## src/rtl/dnn_stream_pkg.sv

```systemverilog
// rtl/dnn_stream_pkg.sv - shared constants and FSM state types for the stream mover
// Contents:
//   DEF_AW / DEF_LW : default memory address width and transfer length width
//   tx_state_e      : transmit FSM states
//   rx_state_e      : receive FSM states
package dnn_stream_pkg;

  localparam int DEF_AW = 16;
  localparam int DEF_LW = 12;

  typedef enum logic [1:0] {
    TX_IDLE  = 2'd0,
    TX_RUN   = 2'd1,
    TX_DRAIN = 2'd2
  } tx_state_e;

  typedef enum logic {
    RX_IDLE = 1'b0,
    RX_RUN  = 1'b1
  } rx_state_e;

endpackage

```

## src/rtl/stream_fifo2.sv

```systemverilog
// rtl/stream_fifo2.sv - 2-entry first-word-fall-through skid FIFO with registered head
// Ports:
//   clk, resetn      : clock, synchronous active-low reset
//   flush_i          : empties the FIFO (contents become don't-care)
//   push_i, data_i   : write one entry; caller never pushes into a full FIFO
//                      unless it pops in the same cycle
//   pop_i            : drop the head entry; caller only pops when count_o != 0
//   data_o           : head entry (valid whenever count_o != 0)
//   count_o          : current occupancy, 0..2
module stream_fifo2 #(
  parameter int W = 32
) (
  input  logic         clk,
  input  logic         resetn,
  input  logic         flush_i,
  input  logic         push_i,
  input  logic [W-1:0] data_i,
  input  logic         pop_i,
  output logic [W-1:0] data_o,
  output logic [1:0]   count_o
);

  logic [W-1:0] head_q;
  logic [W-1:0] tail_q;
  logic [1:0]   cnt_q;

  assign data_o  = head_q;
  assign count_o = cnt_q;

  always_ff @(posedge clk) begin
    if (!resetn) begin
      head_q <= '0;
      tail_q <= '0;
      cnt_q  <= 2'd0;
    end else if (flush_i) begin
      cnt_q <= 2'd0;
    end else begin
      case ({push_i, pop_i})
        2'b10: begin
          if (cnt_q == 2'd0) head_q <= data_i;
          else               tail_q <= data_i;
          cnt_q <= cnt_q + 2'd1;
        end
        2'b01: begin
          // Second entry (if any) moves up; a stale tail is harmless when cnt drops to 0.
          head_q <= tail_q;
          cnt_q  <= cnt_q - 2'd1;
        end
        2'b11: begin
          if (cnt_q == 2'd1) begin
            head_q <= data_i;
          end else begin
            head_q <= tail_q;
            tail_q <= data_i;
          end
        end
        default: ;
      endcase
    end
  end

endmodule

```

## src/rtl/dnn_stream_mover.sv

```systemverilog
// rtl/dnn_stream_mover.sv - host-side mover: memory -> src stream, dst stream -> memory
// Build option: DNN_MOVER_PACK16_EN - each memory word carries two bf16 values
//   (low half first); every src beat is {value, 16'h0}. RX is unaffected.
// Ports:
//   clk, resetn                       : clock, synchronous active-low reset
//   start                             : launches both directions (ignored while busy)
//   src_base/src_len, dst_base/dst_len: transfer setup, sampled on start
//   busy, done, err                   : status; err is sticky dst_last mismatch
//   mem_ren/mem_raddr/mem_rdata       : read port, data returns one cycle after mem_ren
//   mem_wen/mem_waddr/mem_wdata       : write port, write lands in the same cycle
//   src_valid/src_data/src_last/src_ready : transmit stream
//   dst_valid/dst_data/dst_last/dst_ready : receive stream
module dnn_stream_mover
  import dnn_stream_pkg::*;
#(
  parameter int AW = DEF_AW,
  parameter int LW = DEF_LW
) (
  input  logic          clk,
  input  logic          resetn,
  input  logic          start,
  input  logic [AW-1:0] src_base,
  input  logic [LW-1:0] src_len,
  input  logic [AW-1:0] dst_base,
  input  logic [LW-1:0] dst_len,
  output logic          busy,
  output logic          done,
  output logic          err,
  output logic          mem_ren,
  output logic [AW-1:0] mem_raddr,
  input  logic [31:0]   mem_rdata,
  output logic          mem_wen,
  output logic [AW-1:0] mem_waddr,
  output logic [31:0]   mem_wdata,
  output logic          src_valid,
  output logic [31:0]   src_data,
  output logic          src_last,
  input  logic          src_ready,
  input  logic          dst_valid,
  input  logic [31:0]   dst_data,
  input  logic          dst_last,
  output logic          dst_ready
);

  localparam logic [AW-1:0] ONE_A = {{(AW-1){1'b0}}, 1'b1};
  localparam logic [LW-1:0] ONE_L = {{(LW-1){1'b0}}, 1'b1};

  tx_state_e     tx_state_q;
  rx_state_e     rx_state_q;
  logic          busy_q;
  logic          done_q;
  logic          err_q;
  logic [AW-1:0] raddr_q;
  logic [LW-1:0] rd_left_q;
  logic          rvalid_q;
  logic [LW-1:0] tx_beat_q;
  logic [LW-1:0] src_len_q;
  logic [AW-1:0] wptr_q;
  logic [LW-1:0] rx_cnt_q;
  logic [LW-1:0] dst_len_q;

  logic          start_ok;
  logic          tx_acc;
  logic          rx_acc;
  logic          rx_final;
  logic          fifo_pop;
  logic [1:0]    fifo_cnt;
  logic [31:0]   fifo_head;
  logic [2:0]    occ_after;
  logic          issue;
  logic          tx_drain_done;
  logic [LW-1:0] rd_total_d;

  assign start_ok = start && !busy_q;

  stream_fifo2 #(.W(32)) u_fifo (
    .clk     (clk),
    .resetn  (resetn),
    .flush_i (start_ok),
    .push_i  (rvalid_q),
    .data_i  (mem_rdata),
    .pop_i   (fifo_pop),
    .data_o  (fifo_head),
    .count_o (fifo_cnt)
  );

  assign src_valid = (fifo_cnt != 2'd0);
  assign tx_acc    = src_valid && src_ready;
  assign src_last  = src_valid && (tx_beat_q == src_len_q - ONE_L);

`ifdef DNN_MOVER_PACK16_EN
  // half_q selects which bf16 of the head word is on the stream; the word is
  // retired after its high half, or early when the low half is the final beat.
  logic half_q;

  assign fifo_pop   = tx_acc && (half_q || src_last);
  assign src_data   = half_q ? {fifo_head[31:16], 16'h0000} : {fifo_head[15:0], 16'h0000};
  assign rd_total_d = (src_len >> 1) + {{(LW-1){1'b0}}, src_len[0]};

  always_ff @(posedge clk) begin
    if (!resetn)       half_q <= 1'b0;
    else if (start_ok) half_q <= 1'b0;
    else if (tx_acc)   half_q <= !half_q;
  end
`else
  assign fifo_pop   = tx_acc;
  assign src_data   = fifo_head;
  assign rd_total_d = src_len;
`endif

  // Issue decision sees this cycle's pop, so a streaming consumer keeps the
  // read pipeline full while the FIFO plus the read in flight never exceed 2.
  assign occ_after = {1'b0, fifo_cnt} - {2'b00, fifo_pop} + {2'b00, rvalid_q};
  assign issue     = (tx_state_q == TX_RUN) && (occ_after < 3'd2);

  assign tx_drain_done = !rvalid_q &&
                         ((fifo_cnt == 2'd0) || ((fifo_cnt == 2'd1) && fifo_pop));

  assign mem_ren   = issue;
  assign mem_raddr = raddr_q;

  assign dst_ready = (rx_state_q == RX_RUN);
  assign rx_acc    = dst_valid && dst_ready;
  assign rx_final  = (rx_cnt_q == dst_len_q - ONE_L);
  assign mem_wen   = rx_acc;
  assign mem_waddr = wptr_q;
  assign mem_wdata = rx_acc ? dst_data : 32'h0;

  assign busy = busy_q;
  assign done = done_q;
  assign err  = err_q;

  always_ff @(posedge clk) begin
    if (!resetn) begin
      tx_state_q <= TX_IDLE;
      rx_state_q <= RX_IDLE;
      busy_q     <= 1'b0;
      done_q     <= 1'b0;
      err_q      <= 1'b0;
      raddr_q    <= '0;
      rd_left_q  <= '0;
      rvalid_q   <= 1'b0;
      tx_beat_q  <= '0;
      src_len_q  <= '0;
      wptr_q     <= '0;
      rx_cnt_q   <= '0;
      dst_len_q  <= '0;
    end else begin
      done_q   <= 1'b0;
      rvalid_q <= issue;

      if (issue) begin
        raddr_q   <= raddr_q + ONE_A;
        rd_left_q <= rd_left_q - ONE_L;
      end

      if (tx_acc) tx_beat_q <= tx_beat_q + ONE_L;

      case (tx_state_q)
        TX_RUN:   if (issue && (rd_left_q == ONE_L)) tx_state_q <= TX_DRAIN;
        TX_DRAIN: if (tx_drain_done) tx_state_q <= TX_IDLE;
        default:  ;
      endcase

      if (rx_acc) begin
        rx_cnt_q <= rx_cnt_q + ONE_L;
        wptr_q   <= wptr_q + ONE_A;
        // Mismatch in either direction: early dst_last, or final beat without it.
        if (dst_last != rx_final) err_q <= 1'b1;
        if (dst_last || rx_final) rx_state_q <= RX_IDLE;
      end

      if (busy_q && (tx_state_q == TX_IDLE) && (rx_state_q == RX_IDLE)) begin
        busy_q <= 1'b0;
        done_q <= 1'b1;
      end

      if (start_ok) begin
        busy_q     <= 1'b1;
        err_q      <= 1'b0;
        src_len_q  <= src_len;
        dst_len_q  <= dst_len;
        raddr_q    <= src_base;
        wptr_q     <= dst_base;
        rd_left_q  <= rd_total_d;
        tx_beat_q  <= '0;
        rx_cnt_q   <= '0;
        tx_state_q <= (src_len == '0) ? TX_IDLE : TX_RUN;
        rx_state_q <= (dst_len == '0) ? RX_IDLE : RX_RUN;
      end
    end
  end

endmodule
```

## config.mk

```make
export PLATFORM = sky130hd
export DESIGN_NAME = dnn_stream_mover
export DESIGN_NICKNAME = d
export VERILOG_FILES = /design/src/rtl/dnn_stream_pkg.sv /design/src/rtl/stream_fifo2.sv /design/src/rtl/dnn_stream_mover.sv
export SDC_FILE = /design/constraint.sdc
export NUM_CORES = 1
export LEC_CHECK = 0
export BUFFER_PORTS_ARGS = -buffer_cell sky130_fd_sc_hd__buf_2
export CAP_MARGIN = 20
export CORE_MARGIN = 5
export CORE_UTILIZATION = 56
export DETAILED_ROUTE_END_ITERATION = 8
export PLACE_DENSITY = 0.85
export SYNTH_ARGS = -nofsm -noshare
export SYNTH_HDL_FRONTEND = slang
export SYNTH_SLANG_ARGS = --single-unit
export TNS_END_PERCENT = 50
```

## constraint.sdc

```tcl
create_clock -name clk -period 9 [get_ports clk]
set_clock_uncertainty 0.1 [all_clocks]
set_input_delay 0.9 -clock clk [delete_from_list [all_inputs] [get_ports clk]]
set_output_delay 0.9 -clock clk [all_outputs]
set_load 0.03 [all_outputs]
```

==> reports/results.ini, run 1 <==
[run_status]
outcome=completed

[route]
vias=7623
wl_per_cell_um=15.8
via_per_inst=5.58
drtIter0Drc=494
ant_nets=0
drc_errors=0
drt_first_pass_iters=5
detail_route.wirelength_um=21600

[floorplan]
num_rows=43
die_y_um=130
initial_utilization=0.574
dieArea_sq_um=16800
coreArea_sq_um=13900
num_io_pins=230
die_w_um=130

[global_routing]
antenna_found_initial=1
gr-total-overflow=0
grt_first_pass_wirelength_um=34600
grtUsageTotal=0.254
grt_start_max_net_pins=115
grt_pass1_vias=7149

[timing]
worst_pin_slew_ps=1050
slew_headroom=0.295
setup_tns_ps=0
setup_viol=0
rsz0062_at_grt=false
final_max_slew_viol_count=0
finalHoldViolCount=0
max_freq_mhz=238
timing.final.crit_share=0.466
period_needed_ps=4190

[run]
drv_cap=0

[placement]
place_congestion=0.890
portBuffers=229
dp_hpwl_um=15400
dp_cells=1333

[logic_synthesis]
netlist_area_sq_um=8000
synth_edf_count=0
syn_area_per_cell_sq_um=8.14
syn_inst=983
ys_ff_latch=165
synthArstFlopShare=0
yosysWarnings=0
synth_cell_type_count=50
ys.flop_type=dfxtp_1
synth_fp_nets=1121
yosysSeqAreaShare=0.413

[clocking]
post_cts_resized=0
cts_tree=done
clock_path_buffers=2
insertion_delay_ps=430
cts_hold_buf=0
cts_root_buffer=clkbuf_16
cts_sinks=165
numCtsBuffers=17
clkTransAtPathRegs_ps=70
post-cts-setup-buffers=0
htreeDepth=4

[setup_path]
crit_path_max_fanout=17
worstSetupPathType=register to primary output
start_kind=register
end_kind=primary output
critical-path-max-stage-delay_ps=500
r2r_slack_ps=5380
critical_path_arrival_ps=3190
worstPathBufferInverterCount=3
crit_end=mem_ren
rr_worst_depth=13
slowest_stage=fa_1
crit_chain=inv_1, ha_1, nor2b_1, xnor2_1, nand2_1, fa_1, nand3b_1, nor2_1, buf_4, buf_2
r2r-end=rd_left_q[10]
cp.required_ps=8000
r2r_start=u_fifo.count_o[1]
cp.depth=10
startpoint=u_fifo.count_o[1]
crit_family=simple AND/OR/NAND/NOR gates

[finish]
diodes=0
final-seq-area_sq_um=3300
fin_nets=1311
stdcell_count=1366
fillerInstances=1145
drive_above_1_share=0.237
area_growth_syn_to_layout_pct=22.6
multi_input_area_sq_um=4430
utilization=0.704

[power_and_ir_drop]
p_per_area_nw_per_um2=201
power.leakage_nw=4.34
ir_drop_uv=161

[worst_hold_path]
hold_depth=2
hp-class=register to register

-- where the power goes --
part | leakage (nW) | internal [mW] | switching, mW
sequential | 1.35 | 0.784 | 0.0514
clock | 0.275 | 0.370 | 0.331
combinational | 2.71 | 0.161 | 0.276
total | 4.34 | 1.32 | 0.658
-- through the flow --
stage                     setup WS (ps)  instance area [sq um]  hold slack, ps  total power [mW]
after global placement             5060                   9190             341              1.27
after global routing               4570                   9810             370              2.07
after detailed placement           5060                   9210             346              1.28
after floorplan                    5100                   8000             336              1.15
after CTS                          4810                   9790             356              1.98
final                              4810                   9810             354              1.97
-- synth_stat cells (all sizes together), types with 2 or more instances --
master / number / share of area
nand2: 154 / 0.072
or3: 11 / 0.0092
nor4: 14 / 0.012
buf: 6 / 0.0030
clkbuf: 59 / 0.028
nand2b: 6 / 0.0047
a311oi: 3 / 0.0033
xor2: 51 / 0.056
dfxtp: 165 / 0.41
nand3: 23 / 0.014
and3: 39 / 0.030
mux2i: 36 / 0.045
xnor2: 39 / 0.043
and2: 2 / 0.0016
a31oi: 7 / 0.0055
and4: 5 / 0.0055
nor4b: 3 / 0.0033
ha: 11 / 0.017
o31ai: 4 / 0.0038
or2: 2 / 0.0016
a21oi: 94 / 0.059
a211oi: 54 / 0.051
nand4: 15 / 0.012
or4: 3 / 0.0033
nor2b: 4 / 0.0031
o21ai: 29 / 0.018
nand3b: 2 / 0.0019
nor3: 14 / 0.0088
inv: 13 / 0.0061
nor3b: 3 / 0.0028
nor2: 98 / 0.046
-- cell type report --
| type | instances | share of cell area |
|---|---|---|
| Clock buffer | 17 | 0.0434 |
| Inverter | 13 | 0.00510 |
| Timing Repair Buffer | 236 | 0.125 |
| Multi-Input combinational cell | 740 | 0.451 |
| Tap cell | 180 | 0.0230 |
| Clock inverter | 15 | 0.0156 |
| Sequential cell | 165 | 0.337 |
-- metal layers --
layer | vias up | routed length, um | share of wire | track usage
met1 | 3519 | 9330 | 0.43 | 0.333
met3 | 50 | 1420 | 0.066 | 0.0556
met2 | 228 | 10300 | 0.48 | 0.409
met5 | - | 7 | 0.00032 | 0
met4 | 2 | 556 | 0.026 | 0.105
li1 | 3824 | - | - | -
-- sequential cells by signal, summed over array words and instances, names as in the netlist --
| register | flops |
|---|---|
| busy | 1 |
| mem_raddr | 16 |
| err | 1 |
| rd_left_q | 12 |
| dst_len_q | 12 |
| u_fifo.count_o | 2 |
| src_len_q | 12 |
| rx_cnt_q | 12 |
| dst_ready | 1 |
| tx_state_q | 2 |
| done | 1 |
| rvalid_q | 1 |
| mem_waddr | 16 |
| u_fifo.data_o | 32 |
| tx_beat_q | 12 |
| u_fifo.tail_q | 32 |
-- kinds of logic after synthesis --
logic type | after synthesis | synth area share
fa+ha+maj | 12 | 0.0197
buf+inv | 78 | 0.0367
xor+xnor | 90 | 0.0985
flops | 165 | 0.413
compound gates | 199 | 0.149
mux | 36 | 0.0450
simple gates | 403 | 0.239
-- tightest hold or removal path, cell delays in order, from the launching register on --
cell	delay, ps
dfxtp_1	310
nand2_1	50
a21oi_1	50
-- how the worst min path moves through the flow --
stage                       from                 to
2_1_floorplan   u_fifo.tail_q[0]   u_fifo.tail_q[0]
3_3_place_gp    u_fifo.tail_q[0]   u_fifo.tail_q[0]
3_5_place_dp   u_fifo.tail_q[21]  u_fifo.tail_q[21]
4_1_cts        u_fifo.tail_q[17]  u_fifo.tail_q[17]
5_1_grt        u_fifo.tail_q[19]  u_fifo.tail_q[19]
6_report       u_fifo.tail_q[11]  u_fifo.tail_q[11]
-- cell usage in the layout, fill, tap and decap left out, types with 5 or more instances in the layout --
cell / netlist / routed
a31oi_1: 7 / 7
a211oi_1: 54 / 54
nor4_1: 13 / 13
nor2_1: 98 / 98
inv_1: 13 / 12
o21ai_0: 29 / 29
inv_6: 0 / 6
buf_4: 0 / 5
nand2b_1: 6 / 5
and4_1: 5 / 5
nand2_1: 154 / 153
clkbuf_16: 0 / 17
mux2i_1: 36 / 36
dfxtp_1: 165 / 165
ha_1: 11 / 11
buf_2: 1 / 229
xnor2_1: 39 / 39
a21oi_1: 94 / 93
nor3_1: 14 / 14
and3_1: 39 / 39
xor2_1: 51 / 51
or3_1: 10 / 10
nand3_1: 23 / 23
nand4_1: 15 / 15
Power figures use the tool's default switching activity.
==> run 2, diff against run 1 <==
- CORE_UTILIZATION: 56 -> 52
- PLACE_DENSITY: 0.85 -> 0.8
- clock period: 9 -> 3.9 ns (I/O delays scaled with it)
==> reports/results.ini, run 2 (synthesis gave the netlist of run 1 again) <==
[run]
drv_cap=0  ; unchanged

[timing]
rsz0062_at_grt=false
holdWs_ps=108  ; -246 ps
setup_viol=0  ; unchanged
timing.final.crit_share=0.865
finalHoldViolCount=0  ; unchanged
period_needed_ps=3370
setup_ws_ps=528  ; -4280 ps
worst_pin_slew_ps=1090  ; +34.1 ps
max_freq_mhz=297
setup_tns_ps=0  ; unchanged
final_max_slew_viol_count=0  ; unchanged
slew_headroom=0.272  ; -0.0228

[worst_hold_path]
hold_depth=3  ; +1
hp-class=input pin to register
hold_path_end=u_fifo.tail_q[14]
hp-start=mem_rdata[14]

[placement]
dpl_worst_slack_ps=634  ; -4430 ps
placed_area_sq_um=9260  ; +0.57%
place_congestion=0.905  ; +1.7%
dp_hpwl_um=15400  ; about the same
portBuffers=229  ; unchanged

[finish]
final_area_sq_um=9870  ; +0.55%
diodes=0  ; unchanged
utilization=0.651  ; -0.0528
drive_above_1_share=0.239  ; +0.00256
fin_nets=1315  ; +0.31%
final_cell_mix=229 x buf_2, 165 x dfxtp_1, 153 x nand2_1, 98 x nor2_1, 93 x a21oi_1
area_growth_syn_to_layout_pct=23.3
layout_commonest_cell=buf_2

[power_and_ir_drop]
power.leakage_nw=4.37  ; +0.81%
p_clk_frac=0.368  ; +0.013
switchingPower_mw=1.46  ; +120%
p_int_mw=3.19  ; +140%
p_per_area_nw_per_um2=471  ; +130%
comb_power_share=0.218  ; -0.003
netSwitchingFraction=0.313  ; -0.0202
ir_drop_uv=335  ; +110%
pwr-share-seq=0.415  ; -0.008

[setup_path]
r2r_start=u_fifo.count_o[1]
critical-path-max-stage-delay_ps=500  ; about the same
crit_path_max_fanout=17  ; unchanged
end_kind=primary output
cp.required_ps=3410  ; -4590 ps
crit_chain=inv_1, ha_1, nor2b_1, xnor2_1, nand2_1, fa_1, nand3b_1, nor2_1, buf_4, buf_2
critical_path_arrival_ps=2880  ; -310 ps
worstSetupPathType=register to primary output
start_kind=register
r2r-end=rd_left_q[10]
slowest_stage=fa_1
r2r_slack_ps=600  ; -4780 ps
rr_worst_depth=13  ; unchanged

[clocking]
htreeDepth=4  ; unchanged
numCtsBuffers=17  ; unchanged
clkTransAtPathRegs_ps=70  ; about the same
cts_sinks=165  ; unchanged
insertion_delay_ps=430  ; about the same
clock_path_buffers=2  ; unchanged
cts_hold_buf=0  ; unchanged
post_cts_resized=0  ; unchanged
post-cts-setup-buffers=0  ; unchanged
cts_tree=done
cts_root_buffer=clkbuf_16

[global_routing]
grt_start_max_net_pins=86  ; -25%
use_met1=0.314  ; -0.0186
use_met3=0.0495  ; -0.00613
grt_pass1_vias=6952  ; -2.8%
grtUsageTotal=0.232  ; -0.0222
busiest_layer=met2
grt_first_pass_wirelength_um=34500  ; -0.36%
antenna_found_initial=0  ; -1
grtUsageMet2=0.380  ; -0.0287
gr-total-overflow=0  ; unchanged

[floorplan]
coreArea_sq_um=15100  ; +8.7%
die_w_um=134  ; +3.5%
die_y_um=134  ; +3.5%
num_rows=45  ; +4.7%
initial_utilization=0.528  ; -0.0459
num_io_pins=230  ; unchanged
dieArea_sq_um=18000  ; +7.1%

[route]
vias=7573  ; -0.66%
wl_per_cell_um=15.6  ; -1.1%
drtIter0Drc=440  ; -11%
via_per_inst=5.50  ; -1.5%
ant_nets=0  ; unchanged
detail_route.wirelength_um=21600  ; -0.24%
drt_first_pass_iters=6  ; +1
drc_errors=0  ; unchanged

[run_status]
outcome=completed

-- run 2: layer usage --
layer	wire (um)	vias to the layer above	share of wire
met4	287	0	0.013
met2	10400	228	0.48
met1	9640	3514	0.45
met3	1270	21	0.059
met5	0	-	0
li1	-	3810	-
-- run 2: worst max path at each step --
stage	slack (ps)	from	cells past startpoint	end
6_report	530	u_fifo.count_o[1]	10	mem_ren
4_1_cts	530	u_fifo.count_o[1]	10	mem_ren
2_1_floorplan	470	u_fifo.count_o[1]	13	mem_raddr[6]
3_5_place_dp	630	u_fifo.count_o[1]	13	rd_left_q[10]
5_1_grt	310	u_fifo.count_o[1]	10	mem_ren
3_3_place_gp	690	u_fifo.count_o[1]	13	rd_left_q[10]
-- run 2: power by group through the flow --
| stage | logic, mW | clock network, mW | registers, mW |
|---|---|---|---|
| finish | 1.01 | 1.71 | 1.93 |
| detailed placement | 1.01 | 0 | 1.96 |
| global route | 1.10 | 1.81 | 1.94 |
| CTS | 1.01 | 1.74 | 1.92 |
| floorplan | 0.554 | 0 | 2.10 |
| global placement | 0.990 | 0 | 1.96 |
-- run 2: worst max-delay path: cells and delay by family (launching register included) --
kind,cells,cell delay [ps]
buffers and inverters,3,590
adders and majority gates,2,750
DFF,1,410
and+or+nand+nor,4,530
xor gates and xnor gates,1,160
-- run 2: stage by stage --
| step | cells | power [mW] |
|---|---|---|
| after floorplan | 983 | 2.65 |
| after global placement | 1346 | 2.95 |
| after detailed placement | 1346 | 2.97 |
| after CTS | 1378 | 4.68 |
| after global routing | 1378 | 4.86 |
| final | 1378 | 4.65 |
-- run 2: area by class of cell --
| class | instances | area, sq um |
|---|---|---|
| repair buffers | 240 | 1240 |
| well taps | 188 | 235 |
| clock buffers | 20 | 467 |
| inverters | 13 | 50.0 |
| flip-flops and latches | 165 | 3300 |
| fillers | 1272 | 5280 |
| clock inverters | 12 | 140 |
| multi-input cells | 740 | 4430 |
==> run 3, diff against run 2 <==
--- a/constraint.sdc
+++ b/constraint.sdc
@@ -4,2 +4,2 @@
 set_output_delay 0.39 -clock clk [all_outputs]
-set_load 0.03 [all_outputs]
+set_load 0.1 [all_outputs]
==> reports/results.ini, run 3 (synthesis gave the netlist of run 1 again) <==
[placement]
dp_hpwl_um=15600  ; +1.1%
place_congestion=0.921  ; +1.8%
placed_area_sq_um=9260  ; about the same
portBuffers=229  ; unchanged

[finish]
area_growth_syn_to_layout_pct=23.2  ; about the same
diodes=0  ; unchanged
final_area_sq_um=9860  ; about the same
utilization=0.651  ; about the same
drive_above_1_share=0.239  ; unchanged
final_cell_mix=228 x buf_2, 165 x dfxtp_1, 153 x nand2_1, 98 x nor2_1, 93 x a21oi_1
fin_nets=1315  ; unchanged
layout_commonest_cell=buf_2

[worst_hold_path]
hp-start=mem_rdata[12]
hp-class=input pin to register
hold_path_end=u_fifo.tail_q[12]
hold_depth=3  ; unchanged

[setup_path]
worstPathBufferInverterCount=1  ; -2
crit_chain=or4_4, or3_4, or3_1, xnor2_1, nand4_1, nor4_2, buf_2
end_kind=primary output
r2r_start=u_fifo.count_o[1]
crit_family=simple AND/OR/NAND/NOR gates
worstSetupPathType=register to primary output
critical_path_arrival_ps=2980  ; +100 ps
cp.required_ps=3410  ; about the same
r2r-end=mem_raddr[15]
start_kind=register
critical-path-max-stage-delay_ps=570  ; +70 ps
slowest_stage=or4_4
crit_path_max_fanout=6  ; -11
r2r_slack_ps=600  ; about the same
rr_worst_depth=14  ; +1

[run]
drv_cap=0  ; unchanged

[clocking]
clkTransAtPathRegs_ps=70  ; about the same
clock_path_buffers=2  ; unchanged
numCtsBuffers=17  ; unchanged
cts_sinks=165  ; unchanged
cts_root_buffer=clkbuf_16
post-cts-setup-buffers=0  ; unchanged
htreeDepth=4  ; unchanged
insertion_delay_ps=430  ; about the same
cts_hold_buf=0  ; unchanged
cts_tree=done
post_cts_resized=0  ; unchanged

[timing]
setup_viol=0  ; unchanged
period_needed_ps=3470  ; +100 ps
worst_pin_slew_ps=1050  ; -37.0 ps
slew_headroom=0.297  ; +0.0247
setup_tns_ps=0  ; unchanged
rsz0062_at_grt=false
timing.final.crit_share=0.890  ; +0.0257
final_max_slew_viol_count=0  ; unchanged
max_freq_mhz=288  ; -2.9%
finalHoldViolCount=0  ; unchanged

[power_and_ir_drop]
p_per_area_nw_per_um2=526  ; +12%
comb_power_share=0.298  ; +0.080
switchingPower_mw=2.02  ; +39%
power.leakage_nw=4.37  ; about the same
ir_drop_uv=328  ; -2.1%
netSwitchingFraction=0.389  ; +0.0759
pwr-share-seq=0.371  ; -0.044
p_clk_frac=0.331  ; -0.037
p_int_mw=3.17  ; -0.74%

[global_routing]
grtUsageTotal=0.238  ; +0.00589
grt_start_max_net_pins=88  ; +2.3%
antenna_found_initial=0  ; unchanged
gr-total-overflow=0  ; unchanged
grt_first_pass_wirelength_um=35300  ; +2.4%
grt_pass1_vias=7145  ; +2.8%

[floorplan]
die_w_um=134  ; unchanged
die_y_um=134  ; unchanged
coreArea_sq_um=15100  ; unchanged
dieArea_sq_um=18000  ; unchanged
initial_utilization=0.528  ; unchanged
num_rows=45  ; unchanged
num_io_pins=230  ; unchanged

[route]
drtIter0Drc=481  ; +9.3%
detail_route.wirelength_um=22000  ; +1.9%
drt_first_pass_iters=5  ; -1
ant_nets=0  ; unchanged
via_per_inst=5.51  ; +0.34%
drc_errors=0  ; unchanged
wl_per_cell_um=15.9  ; +1.9%
vias=7599  ; +0.34%

[run_status]
outcome=completed

run 3: cell types whose count changed in the layout (fill, tap and decap cells not counted), sizes merged:
cell	change
clkinvlp	-1
inv	+2
clkinv	+1
clkbuf	-2
run 3: through the flow:
| step | std cells | hold slack, ps | power, mW | worst slack, ps |
|---|---|---|---|---|
| after floorplan | 983 | 336 | 3.17 | -45.5 |
| after global placement | 1346 | 341 | 3.48 | 672 |
| after detailed placement | 1346 | 346 | 3.50 | 614 |
| after CTS | 1378 | 90.1 | 5.21 | 401 |
| after global routing | 1378 | 100 | 5.39 | 210 |
| final | 1378 | 106 | 5.18 | 428 |
run 3: cell type report:
cell class              count  area, sq um
fillers                  1256         5280
multi-input cells         740         4430
flip-flops and latches    165         3300
repair buffers            240         1240
clock buffers              18          439
well taps                 188          235
clock inverters            14          163
inverters                  13         50.0
run 3: worst max-delay path by stage:
stage | startpoint | to | slack (ps) | depth (start not counted)
6_report | src_len_q[2] | src_last | 430 | 7
5_1_grt | u_fifo.count_o[1] | mem_ren | 210 | 11
4_1_cts | src_len_q[2] | src_last | 400 | 7
3_5_place_dp | u_fifo.count_o[1] | mem_raddr[13] | 610 | 14
3_3_place_gp | u_fifo.count_o[1] | mem_raddr[15] | 670 | 14
2_1_floorplan | src_len_q[2] | src_last | -50 | 6
run 3: tightest hold or removal path, delay by kind of cell:
family	cells	cell delay, ps
simple gates	1	50
buf+inv	1	100
compound gates	1	50
run 3: power groups by stage:
stage	clock network (mW)	logic, mW	registers (mW)
6_report	1.72	1.54	1.92
2_1_floorplan	0	0.640	2.53
3_5_place_dp	0	1.54	1.96
4_1_cts	1.74	1.55	1.92
3_3_place_gp	0	1.52	1.96
5_1_grt	1.81	1.64	1.94
run 3: metal layers:
metal / share of wire / up-vias / track usage / wire length, um
met5: 0 / - / 0 / 0
met4: 0.011 / 0 / 0.0543 / 251
met3: 0.055 / 18 / 0.0566 / 1200
met2: 0.48 / 203 / 0.392 / 10700
met1: 0.45 / 3560 / 0.319 / 9870
li1: - / 3818 / - / -
